==> config.mk <==
export PLATFORM = sky130hd
export DESIGN_NAME = mc_iomem_ctrl
export DESIGN_NICKNAME = d
export VERILOG_FILES = /design/src/rtl/mc_iomem_ctrl.sv
export SDC_FILE = /design/constraint.sdc
export NUM_CORES = 1
export LEC_CHECK = 0
export BUFFER_PORTS_ARGS = -buffer_cell sky130_fd_sc_hd__buf_2
export CELL_PAD_IN_SITES_DETAIL_PLACEMENT = 0
export CELL_PAD_IN_SITES_GLOBAL_PLACEMENT = 2
export CORE_MARGIN = 8
export CORE_UTILIZATION = 47
export CTS_BUF_LIST = sky130_fd_sc_hd__clkbuf_8 sky130_fd_sc_hd__clkbuf_16
export CTS_CLUSTER_SIZE = 30
export DETAILED_ROUTE_END_ITERATION = 10
export GPL_ROUTABILITY_DRIVEN = 0
export PLACE_DENSITY = 0.88
export RECOVER_POWER = 25
export SLEW_MARGIN = 20
export SYNTH_ARGS = -nofsm -noshare
export SYNTH_HDL_FRONTEND = slang
export SYNTH_SLANG_ARGS = --single-unit
==> constraint.sdc <==
create_clock -name clock_i -period 8.6 [get_ports clock_i]
set_input_delay 0.43 -clock clock_i [delete_from_list [all_inputs] [get_ports clock_i]]
set_output_delay 0.43 -clock clock_i [all_outputs]
set_load 0.01 [all_outputs]
==> src/rtl/mc_iomem_ctrl.sv <==
// mc_iomem_ctrl: single-port access controller for a small data RAM and a
// bank of memory-mapped I/O ports.
//
// Address map (byte address; bits [1:0] and [31:8] ignored):
//   addr[7]=0 : RAM word addr[log2(DEPTH)+1:2]
//   addr[7]=1 : I/O index addr[6:2]
//               reads : 0..N_IN-1 -> synchronised in_port,
//                       N_IN..N_IN+N_OUT-1 -> out_port read-back
//               writes: 0..N_OUT-1 -> out_port
//               any other index sets the sticky err flag
//
// Ports:
//   clock_i     clock, all state on rising edge
//   reset_i     asynchronous active-high reset
//   req_i       access request (sampled in IDLE only)
//   we_i        1 = write, 0 = read
//   addr_i      byte address
//   wdata_i     write data
//   wstrb_i     byte strobes (only with MC_IOMEM_WSTRB_EN defined)
//   rdata_o     read data, valid while ready_o=1, held otherwise
//   ready_o     one-cycle completion pulse
//   err_o       sticky out-of-range I/O access flag
//   in_port_i   N_IN packed input ports
//   out_port_o  N_OUT packed registered output ports
//
// Build option: define MC_IOMEM_WSTRB_EN to add per-byte write strobes.

module mc_iomem_ctrl #(
   parameter int unsigned DATA_W  = 32,
   parameter int unsigned DEPTH   = 32,
   parameter int unsigned N_IN    = 2,
   parameter int unsigned N_OUT   = 2,
   parameter int unsigned RD_WAIT = 1
) (
   input  logic                      clock_i,
   input  logic                      reset_i,
   input  logic                      req_i,
   input  logic                      we_i,
   input  logic [31:0]               addr_i,
   input  logic [DATA_W-1:0]         wdata_i,
`ifdef MC_IOMEM_WSTRB_EN
   input  logic [DATA_W/8-1:0]       wstrb_i,
`endif
   output logic [DATA_W-1:0]         rdata_o,
   output logic                      ready_o,
   output logic                      err_o,
   input  logic [N_IN*DATA_W-1:0]    in_port_i,
   output logic [N_OUT*DATA_W-1:0]   out_port_o
);

   localparam int unsigned AW = $clog2(DEPTH);

   typedef enum logic [1:0] {S_IDLE, S_WAIT, S_DONE} state_t;

   state_t                    state_q, state_d;
   logic [2:0]                wcnt_q, wcnt_d;
   logic [5:0]                addr_q, addr_d;
   logic [DATA_W-1:0]         rdata_q, rdata_d;
   logic                      err_q, err_d;
   logic [N_OUT*DATA_W-1:0]   out_q, out_d;
   logic [N_IN*DATA_W-1:0]    sync1_q, sync2_q;
   logic [DATA_W-1:0]         ram_q [DEPTH];

   logic                      accept, capture, rd_oor;
   logic [5:0]                cur_addr;
   logic [31:0]               idx_n;
   logic [AW-1:0]             ram_idx;
   logic [DATA_W-1:0]         rd_val, bmask;
   logic                      unused_addr;

   assign unused_addr = ^{addr_i[31:8], addr_i[1:0]};

`ifdef MC_IOMEM_WSTRB_EN
   always_comb begin
      bmask = '0;
      for (int unsigned b = 0; b < DATA_W/8; b++) begin
         bmask[b*8 +: 8] = {8{wstrb_i[b]}};
      end
   end
`else
   assign bmask = '1;
`endif

   // Writes commit on the accepting edge straight from the inputs, so only
   // the address needs to be held for reads that pass through WAIT.
   assign accept   = (state_q == S_IDLE) && req_i;
   assign cur_addr = (state_q == S_IDLE) ? addr_i[7:2] : addr_q;
   assign idx_n    = {27'd0, cur_addr[4:0]};
   assign ram_idx  = cur_addr[AW-1:0];

   always_comb begin
      rd_val = '0;
      rd_oor = 1'b0;
      if (cur_addr[5]) begin
         if (idx_n >= N_IN + N_OUT) rd_oor = 1'b1;
         for (int unsigned i = 0; i < N_IN; i++) begin
            if (idx_n == i) rd_val = sync2_q[i*DATA_W +: DATA_W];
         end
         for (int unsigned i = 0; i < N_OUT; i++) begin
            if (idx_n == N_IN + i) rd_val = out_q[i*DATA_W +: DATA_W];
         end
      end else begin
         rd_val = ram_q[ram_idx];
      end
   end

   always_comb begin
      state_d = state_q;
      wcnt_d  = wcnt_q;
      addr_d  = addr_q;
      rdata_d = rdata_q;
      err_d   = err_q;
      out_d   = out_q;
      capture = 1'b0;
      case (state_q)
         S_IDLE: begin
            if (req_i) begin
               addr_d = addr_i[7:2];
               if (we_i) begin
                  state_d = S_DONE;
                  if (addr_i[7]) begin
                     if (idx_n >= N_OUT) err_d = 1'b1;
                     for (int unsigned i = 0; i < N_OUT; i++) begin
                        if (idx_n == i) begin
                           out_d[i*DATA_W +: DATA_W] =
                              (out_q[i*DATA_W +: DATA_W] & ~bmask) | (wdata_i & bmask);
                        end
                     end
                  end
               end else if (RD_WAIT == 0) begin
                  state_d = S_DONE;
                  capture = 1'b1;
               end else begin
                  state_d = S_WAIT;
                  wcnt_d  = 3'(RD_WAIT - 1);
               end
            end
         end
         S_WAIT: begin
            if (wcnt_q == 3'd0) begin
               state_d = S_DONE;
               capture = 1'b1;
            end else begin
               wcnt_d = wcnt_q - 3'd1;
            end
         end
         S_DONE:  state_d = S_IDLE;
         default: state_d = S_IDLE;
      endcase
      if (capture) begin
         rdata_d = rd_val;
         if (rd_oor) err_d = 1'b1;
      end
   end

   always_ff @(posedge clock_i or posedge reset_i) begin
      if (reset_i) begin
         state_q <= S_IDLE;
         wcnt_q  <= '0;
         addr_q  <= '0;
         rdata_q <= '0;
         err_q   <= 1'b0;
         out_q   <= '0;
         sync1_q <= '0;
         sync2_q <= '0;
      end else begin
         state_q <= state_d;
         wcnt_q  <= wcnt_d;
         addr_q  <= addr_d;
         rdata_q <= rdata_d;
         err_q   <= err_d;
         out_q   <= out_d;
         sync1_q <= in_port_i;
         sync2_q <= sync1_q;
      end
   end

   // RAM has no reset; the reset gate keeps a request held during reset
   // from writing.
   always_ff @(posedge clock_i) begin
      if (!reset_i && accept && we_i && !addr_i[7]) begin
         ram_q[ram_idx] <= (ram_q[ram_idx] & ~bmask) | (wdata_i & bmask);
      end
   end

   assign rdata_o    = rdata_q;
   assign ready_o    = (state_q == S_DONE);
   assign err_o      = err_q;
   assign out_port_o = out_q;

endmodule

After elaboration in Yosys (flattened, before gate mapping):

Memory sizes are Yosys's and may differ from the RTL's.
Index checks and enable logic that the tools add are counted.

* reduce and logical (&&, ||, !) cells: 15
* magnitude comparators: 2
* add/sub/neg operators: 1
* muxes and demuxes: 27
* eq/ne operators: 9

Operators with widths (number)
* 32-bit 2-to-1 mux: 5
* 32-bit zero test: 1
* 1-bit 2-to-1 mux: 13
* 5-bit by 2-bit equality test with 1-bit output (second input constant): 2
* 5-bit AND reduction: 2
* 3-bit 2-to-1 mux: 3
* 2-bit != test (second input constant): 4
* 2-bit 2-to-1 mux: 3
* 6-bit 2-to-1 mux: 1
* 3-bit one-hot mux with 2 select lines: 1
* 5-bit by 1-bit equality test with 1-bit output (second input constant): 1
* 5-bit by 2-bit >= comparator with 1-bit output (second input constant): 1
* 5-bit by 3-bit >= comparator with 1-bit output (second input constant): 1
* 1-bit logical AND: 4
* 2-bit one-hot mux with 2 select lines: 1
* 2-bit AND reduction: 2
* 4-bit AND reduction: 1
* 3-bit zero test: 1
* 3-bit by 1-bit subtractor with 3-bit output (second input constant): 1
* 2-bit by 1-bit equality test with 1-bit output (second input constant): 1
* 2-bit equality test (second input constant): 1
* 1-bit zero test: 2
* 2-bit zero test: 1
* 2-bit nonzero test: 1

* memory bits (writable): 1024
* bits of input ports: 132
* output and inout bits: 98
* memories kept: 1
* word-level logic and storage cells: 64
* register bits after elaboration: 236

Memories
* ram_q: depth 32, width 32, read ports 1, clocked after memory_dff 0, write ports 1, line 62 `logic [DATA_W-1:0] ram_q [DEPTH];`

Longest topological paths before layout:

Gate-level depths: netlist of run 1.

* depth in word-level cells: 10
* gate-level depth with buffers: 13
* depth with buffers taken out: 9

Least setup slack after synthesis of run 1:

OpenSTA, ideal clock, no wires.

* path kind: register to register
* start: register state_q[0]
* end: memory ram_q[12][0] (enable)
* cell stages (with the launch flop): 11
* arrival time: 3.328 ns
* setup time: 0.421 ns
* path slack: 4.851 ns
* required time: 8.179 ns
* period minus slack after synthesis: 3.749 ns
* path buffers: 5
* cell sequence: dfrtp_1 -> buf_2 -> or2_1 -> buf_4 -> or3_1 -> o31ai_1 -> buf_6 -> buf_2 -> buf_4 -> nand2_1 -> nor2_1

* cells in the longest elaborated chain, start to end: 7
* elaborated cells on any way between the ends: 8
* those cells by class: 3 x mux; 5 x reduce/logical

Ends and longest elaborated chain
* start: declaration: line 55 `state_t state_q, state_d;`
* start signal: assignment: line 167 `state_q <= state_d;`
* 2-bit zero test *: line 86, 87
* 1-bit logical AND: line 86 `assign accept = (state_q == S_IDLE) && req_i;`
* 1-bit logical AND (3 in series): line 181 `if (!reset_i && accept && we_i && !addr_i[7]) begin`
* 1-bit 2-to-1 mux: line 181
* 1-bit 2-to-1 mux (not written as such): line 182 `ram_q[ram_idx] <= (ram_q[ram_idx] & ~bmask) | (wdata_i & bmask);`
* end: declaration: line 62

Every way passes the cells marked *; elsewhere a longest branch is shown, timed or not.

Worst setup path after layout of run 1:

* start: register state_q[1]
* end: memory ram_q[21][5] (enable)

Same word-level chain as after synthesis.

==> qor.csv, run 1 <==
stage;metric;value;unit
run_status;status;finished with violations;
run_status;violations;capacitance limit, slew limit;
worst_setup_path;critical-path-slowest-cell;nor2_4;
sta;fin_skew;39.5;ps
logic_synthesis;yosysWarnings;0;
worst_setup_path;rrSetupSlack;4170;ps
worst_setup_path;worst_ep_required_time;8930;ps
global_route;grt_pass1_wl;171;mm
cts;post_cts_buffers;0;
logic_synthesis;synthTopCellsByCount;edfxtp_1 (1024), a221oi_1 (256), a22o_1 (256);
cts;cts_buffers;116;
logic_synthesis;synthesis.nets;2581;
global_route;grt_usage;0.212;
worst_hold_path;min-delay-start;req_i;
routing;viasPerCell;6.29;
cts;cts_tree;built;
routing;highest_layer;met4;
worst_setup_path;r2r_start;state_q[1];
logic_synthesis;synth_seq_area_share;0.809;
logic_synthesis;synth_top_area_share;0.678;
die;rows;114;
logic_synthesis;synth_cell_types;39;
worst_hold_path;min_to;state_q[0];
sta;tightest_slew;1530;ps
pwr;leakagePower;17.9;nW
layout;nets;2859;
routing;drt-met1-wl;46.9;mm
global_route;grt_pass1_vias;26018;
logic_synthesis;ys_ff_latch;1260;
worst_setup_path;critPathBufInv;1;
worst_setup_path;cp_max_fo;17;
layout;fin_util;0.544;
logic_synthesis;synth.largest_area_cell;edfxtp_1;
flow_run;maxCapViolCount;1;
layout;drive_gt1_frac;0.177;
pwr;ir_drop;0.193;mV
sta;hold_viol_final;0;
sta;whs;190;ps
sta;period_share;0.515;
logic_synthesis;synth_edf_count;1024;
die;die_y;327;um
routing;ant_nets;0;
cts;insertion_delay;700;ps
logic_synthesis;yosys_most_used_dff;edfxtp_1;
logic_synthesis;syn_area_per_cell;18.5;um2
placement;dp_hpwl;59.3;mm
worst_setup_path;max_stage_delay;880;ps
sta;slew_violations;35;
sta;finalSetupViolCount;0;
sta;grt_setup_unrepaired;no;
routing;wl_met3;10.5;mm
routing;dr.pass1.iters;5;
die;start_util;0.472;
placement;port_buffers;203;
sta;timing.final.crit_period;4430;ps
worst_setup_path;endpoint_kind;flop;
die;ios;230;
worst_hold_path;worstHoldPathCells;4;
routing;drt_drc_violations_left;0;
logic_synthesis;async_flop_share;0.187;
cts;clk_path_buf_depth;3;
worst_setup_path;critPathLaunchType;flop;
worst_hold_path;hold_path.class;input port to flop;
global_route;antenna_found_initial;0;
pwr;power.density;306;nW/um2
routing;wl_met2;55.7;mm
die;die_w;327;um
sta;tns;0;ps
layout;syn_to_final_growth;15.3;%
logic_synthesis;syn_area;45300;um2
routing;drtIter0Drc;3211;
sta;slew_headroom;-0.0168;
routing;wl_per_cell;28.5;um
cts;clock-sinks;1260;
routing;wl;117;mm
die;core_area;96100;um2
logic_synthesis;yosysMostFrequentCell;edfxtp_1;
global_route;grt_max_degree;144;
die;dieArea;107000;um2
routing;vias;25820;
logic_synthesis;syn_inst;2447;
cts;h-tree-depth;3;
cts;clk_pin_slew_worst_paths;60;ps
worst_setup_path;path_delay_family;simple AND/OR/NAND/NOR gates;
cts;cts_root_buf;clkbuf_16;
sta;max_freq;226;MHz
global_route;overflow;0;
logic_synthesis;synthTopCellsByArea;edfxtp_1 (68%), dfrtp_1 (13%), a221oi_1 (4.9%), a22o_1 (4.9%), o22ai_1 (1.8%);
worst_setup_path;critPathKind;flop to flop;
worst_setup_path;reg2reg_to;ram_q[21][5];
worst_setup_path;worstPathArrival;4760;ps
worst_setup_path;path_cells;nor2_4, and2_1, nand2_1, nor3_1, nand2_1, nor2_4, buf_4;
worst_setup_path;r2r.worst_path.cells;7;
-- through the flow --
| stage | std cells | total power [mW] | area [um2] | worst slack (ps) |
|---|---|---|---|---|
| 6_report | 4102 | 16.0 | 52300 | 4170 |
| 5_1_grt | 4101 | 16.6 | 52300 | 3990 |
| 4_1_cts | 4101 | 16.0 | 52300 | 4160 |
| 3_5_place_dp | 3811 | 11.1 | 47900 | 4210 |
| 3_3_place_gp | 3811 | 11.0 | 47900 | 4310 |
| 2_1_floorplan | 2447 | 9.76 | 45300 | 1700 |
-- report_power, final --
part | switching (mW) | internal (mW) | leakage, nW
Sequential | 0.172 | 6.85 | 12.1
Clock | 2.19 | 2.76 | 1.92
Combinational | 2.57 | 1.43 | 3.83
-- cells in the final DEF, fill, tap and decap left out, types with 3 or more instances in the layout --
master and count:
a21oi_1 67, a221oi_1 256, a22o_1 256, a22oi_1 64, buf_2 180, buf_4 57
bufinv_16 7, clkbuf_1 22, clkbuf_16 118, clkbuf_8 6, clkinv_1 25, clkinv_2 23
dfrtp_1 236, dlygate4sd3_1 72, edfxtp_1 1024, inv_1 29, inv_6 4, mux2_1 30
mux2_2 39, nand2_1 15, nand2_2 7, nand3b_1 7, nor2_1 6, nor2_4 33
nor2b_1 3, nor4_1 33, o21ai_0 4, o21ai_1 32, o22ai_1 129, or2_2 3
-- cell families (layout without fill, tap and decap cells) --
logic type	Yosys count	after routing	synth area share
mux	70	70	0.0174
simple gates	123	123	0.0143
fa+ha+maj	2	2	0.000552
compound gates	812	812	0.139
buf+inv	180	558	0.0199
other cells	0	1	0
flops	1260	1260	0.809
-- worst max path at each step --
stage               start           end  slack (ps)  cells after the start
2_1_floorplan     reset_i     addr_q[0]        1700                      1
3_3_place_gp   state_q[1]  ram_q[21][5]        4310                      7
3_5_place_dp   state_q[1]  ram_q[21][4]        4210                      7
4_1_cts        state_q[1]  ram_q[21][5]        4160                      7
5_1_grt        state_q[1]  ram_q[21][5]        3990                      7
6_report       state_q[1]  ram_q[21][5]        4170                      7
-- state kept, by name, indices dropped and copies added, names as in the netlist --
name,cells
addr_q,6
err_o,1
out_port_o,64
ram_q,1024
rdata_o,32
state_q,2
sync1_q,64
sync2_q,64
wcnt_q,3
-- worst min-delay path, cell delays in order --
cell     delay [ps]
buf_2           110
a21oi_1         110
or2_2           120
inv_1            60
-- layout make-up --
class                   count  area, um2
well taps                1276       1600
inverters                   6       30.0
clock buffers             124       3040
diodes                      1       2.50
fillers                  7319      43900
repair buffers            334       2180
multi-input cells        1007       8090
clock inverters            94        684
flip-flops and latches   1260      36700
-- repair_timing --
item	in CTS	in global routing
gates resized for setup	0	0
hold endpoints to repair	155	0
hold buffers	72	0
-- routing by layer --
metal  GRT usage  vias to the layer above
met5           0                        -
met4      0.0705                        0
met3      0.0371                      218
met2       0.340                     1509
met1       0.294                    13226
li1            -                    10867
No activity file was read; power rests on OpenSTA's default activity.
==> run 2, diff against run 1 <==
- clock period: 8.6 -> 4.5 ns (I/O delays scaled with it)
==> qor.csv, run 2 (synthesis results as in run 1) <==
stage;metric;value;unit
die;die_w;327;um
routing;viasPerCell;6.24;
cts;insertion_delay;700;ps
sta;tns;0;ps
cts;h-tree-depth;3;
worst_setup_path;worstPathArrival;4650;ps
sta;slew_violations;0;
layout;stdcell_count;4144;
worst_hold_path;worstHoldPathCells;1;
sta;fin_skew;25.7;ps
worst_setup_path;critPathBufInv;1;
cts;cts_tree;built;
die;ios;230;
sta;grt_setup_unrepaired;no;
pwr;ir_drop;0.461;mV
layout;largest_reg_flops;1024;
pwr;combPwrFrac;0.259;
worst_setup_path;max_stage_delay;810;ps
worst_setup_path;rrSetupSlack;210;ps
sta;slew_headroom;0.00703;
pwr;leakagePower;18.2;nW
global_route;grt_max_degree;149;
layout;syn_to_final_growth;17.0;%
placement;port_buffers;203;
sta;period_share;0.952;
worst_setup_path;path_cells;nor2_4, and2_1, nand2_1, nor3_1, nand2_1, nor2_4, buf_12;
flow_run;maxCapViolCount;1;
pwr;clockPowerShare;0.313;
layout;final_common_cell;edfxtp_1;
die;dieArea;107000;um2
worst_setup_path;path_delay_family;simple AND/OR/NAND/NOR gates;
sta;hold_viol_final;0;
routing;wl;117;mm
sta;finalSetupViolCount;0;
die;start_util;0.472;
worst_setup_path;r2r.worst_path.cells;7;
placement;placed_cells_incl_taps;3850;
pwr;power.density;591;nW/um2
pwr;seq_power_share;0.428;
cts;clk_path_buf_depth;3;
worst_hold_path;min-delay-start;wdata_i[16];
routing;ant_nets;0;
pwr;p_int;21.7;mW
global_route;grt_pass1_vias;26001;
routing;dr.pass1.iters;6;
run_status;violations;capacitance limit;
pwr;p_sw;9.67;mW
worst_setup_path;critPathKind;flop to flop;
die;rows;114;
routing;wl_per_cell;28.3;um
worst_setup_path;worst_ep_required_time;4870;ps
global_route;grt_pass1_wl;172;mm
worst_hold_path;hold_path.class;input port to flop;
cts;cts_root_buf;clkbuf_16;
worst_setup_path;cp_max_fo;19;
cts;clk_pin_slew_worst_paths;70;ps
worst_hold_path;min_to;ram_q[10][16];
placement;dp_hpwl;64.9;mm
worst_setup_path;reg2reg_to;ram_q[4][6];
global_route;overflow;0;
die;core_area;96100;um2
worst_setup_path;r2r_start;state_q[0];
layout;nets;2899;
layout;drive_gt1_frac;0.186;
run_status;status;finished with violations;
routing;drt_drc_violations_left;0;
worst_setup_path;critPathLaunchType;flop;
global_route;grt_usage;0.213;
pwr;switching_share;0.308;
cts;cts_buffers;115;
sta;tightest_slew;1490;ps
sta;max_freq;233;MHz
routing;vias;25869;
routing;drtIter0Drc;3047;
layout;final_cell_mix;edfxtp_1 (1024), a22o_1 (256), a221oi_1 (256), dfrtp_1 (236), buf_2 (174);
cts;post_cts_buffers;0;
layout;top_register;ram_q;
global_route;antenna_found_initial;3;
worst_setup_path;critical-path-slowest-cell;nand2_1;
worst_setup_path;endpoint_kind;flop;
cts;clock-sinks;1260;
die;die_y;327;um
sta;timing.final.crit_period;4290;ps
## run 2: cell count changes in the layout (fill, tap and decap cells not counted), sizes merged
cell / before / now
bufinv: 7 / 14
clkinvlp: 4 / 5
diode: 1 / 2
clkinv: 52 / 43
clkbuf: 147 / 155
buf: 239 / 272
inv: 37 / 36
dlygate4sd3: 72 / 74
## run 2: how the worst max path moves through the flow
stage,start,to,slack (ps),cells after the start
after floorplan,state_q[0],ram_q[12][0],750,10
after global placement,state_q[1],ram_q[4][11],380,7
after detailed placement,state_q[1],ram_q[4][13],300,7
after CTS,state_q[0],ram_q[4][7],250,7
after global routing,state_q[1],ram_q[4][6],50,7
final,state_q[0],ram_q[4][6],210,7
## run 2: cell type report
cell class,instances,area [um2]
Timing Repair Buffer,375,2820
Multi-Input combinational cell,1007,8090
Clock inverter,92,806
Fill cell,7199,43100
Sequential cell,1260,36700
Clock buffer,126,3050
Tap cell,1276,1600
Antenna cell,2,5.00
Inverter,6,26.3
## run 2: per-layer routing
layer,track usage,wire [um]
met1,0.289,46400
met3,0.0480,11400
met2,0.346,56600
met5,0,0
met4,0.0643,3120
## run 2: power by group through the flow
stage | combinational (mW) | clock, mW | sequential (mW)
floorplan | 4.93 | 0 | 13.7
global placement | 7.86 | 0 | 13.6
detailed placement | 8.00 | 0 | 13.6
CTS | 8.10 | 9.95 | 13.4
global route | 8.65 | 10.4 | 13.5
finish | 8.12 | 9.83 | 13.4
## run 2: stage by stage
| step | instance area (um2) | worst slack [ps] | total power [mW] | util | hold slack (ps) |
|---|---|---|---|---|---|
| 2_1_floorplan | 45300 | 751 | 18.6 | - | 256 |
| 4_1_cts | 53100 | 248 | 31.5 | 0.552 | 3.89 |
| 3_3_place_gp | 48500 | 377 | 21.5 | 0.504 | 332 |
| 5_1_grt | 53000 | 45.1 | 32.5 | 0.552 | 95.2 |
| 6_report | 53000 | 214 | 31.4 | 0.552 | 87.0 |
| 3_5_place_dp | 48500 | 297 | 21.6 | 0.504 | 334 |
## run 2: what timing repair did
item,CTS,global route
endpoints found under the hold margin,309,0
gates resized for setup,0,0
hold buffers,74,0
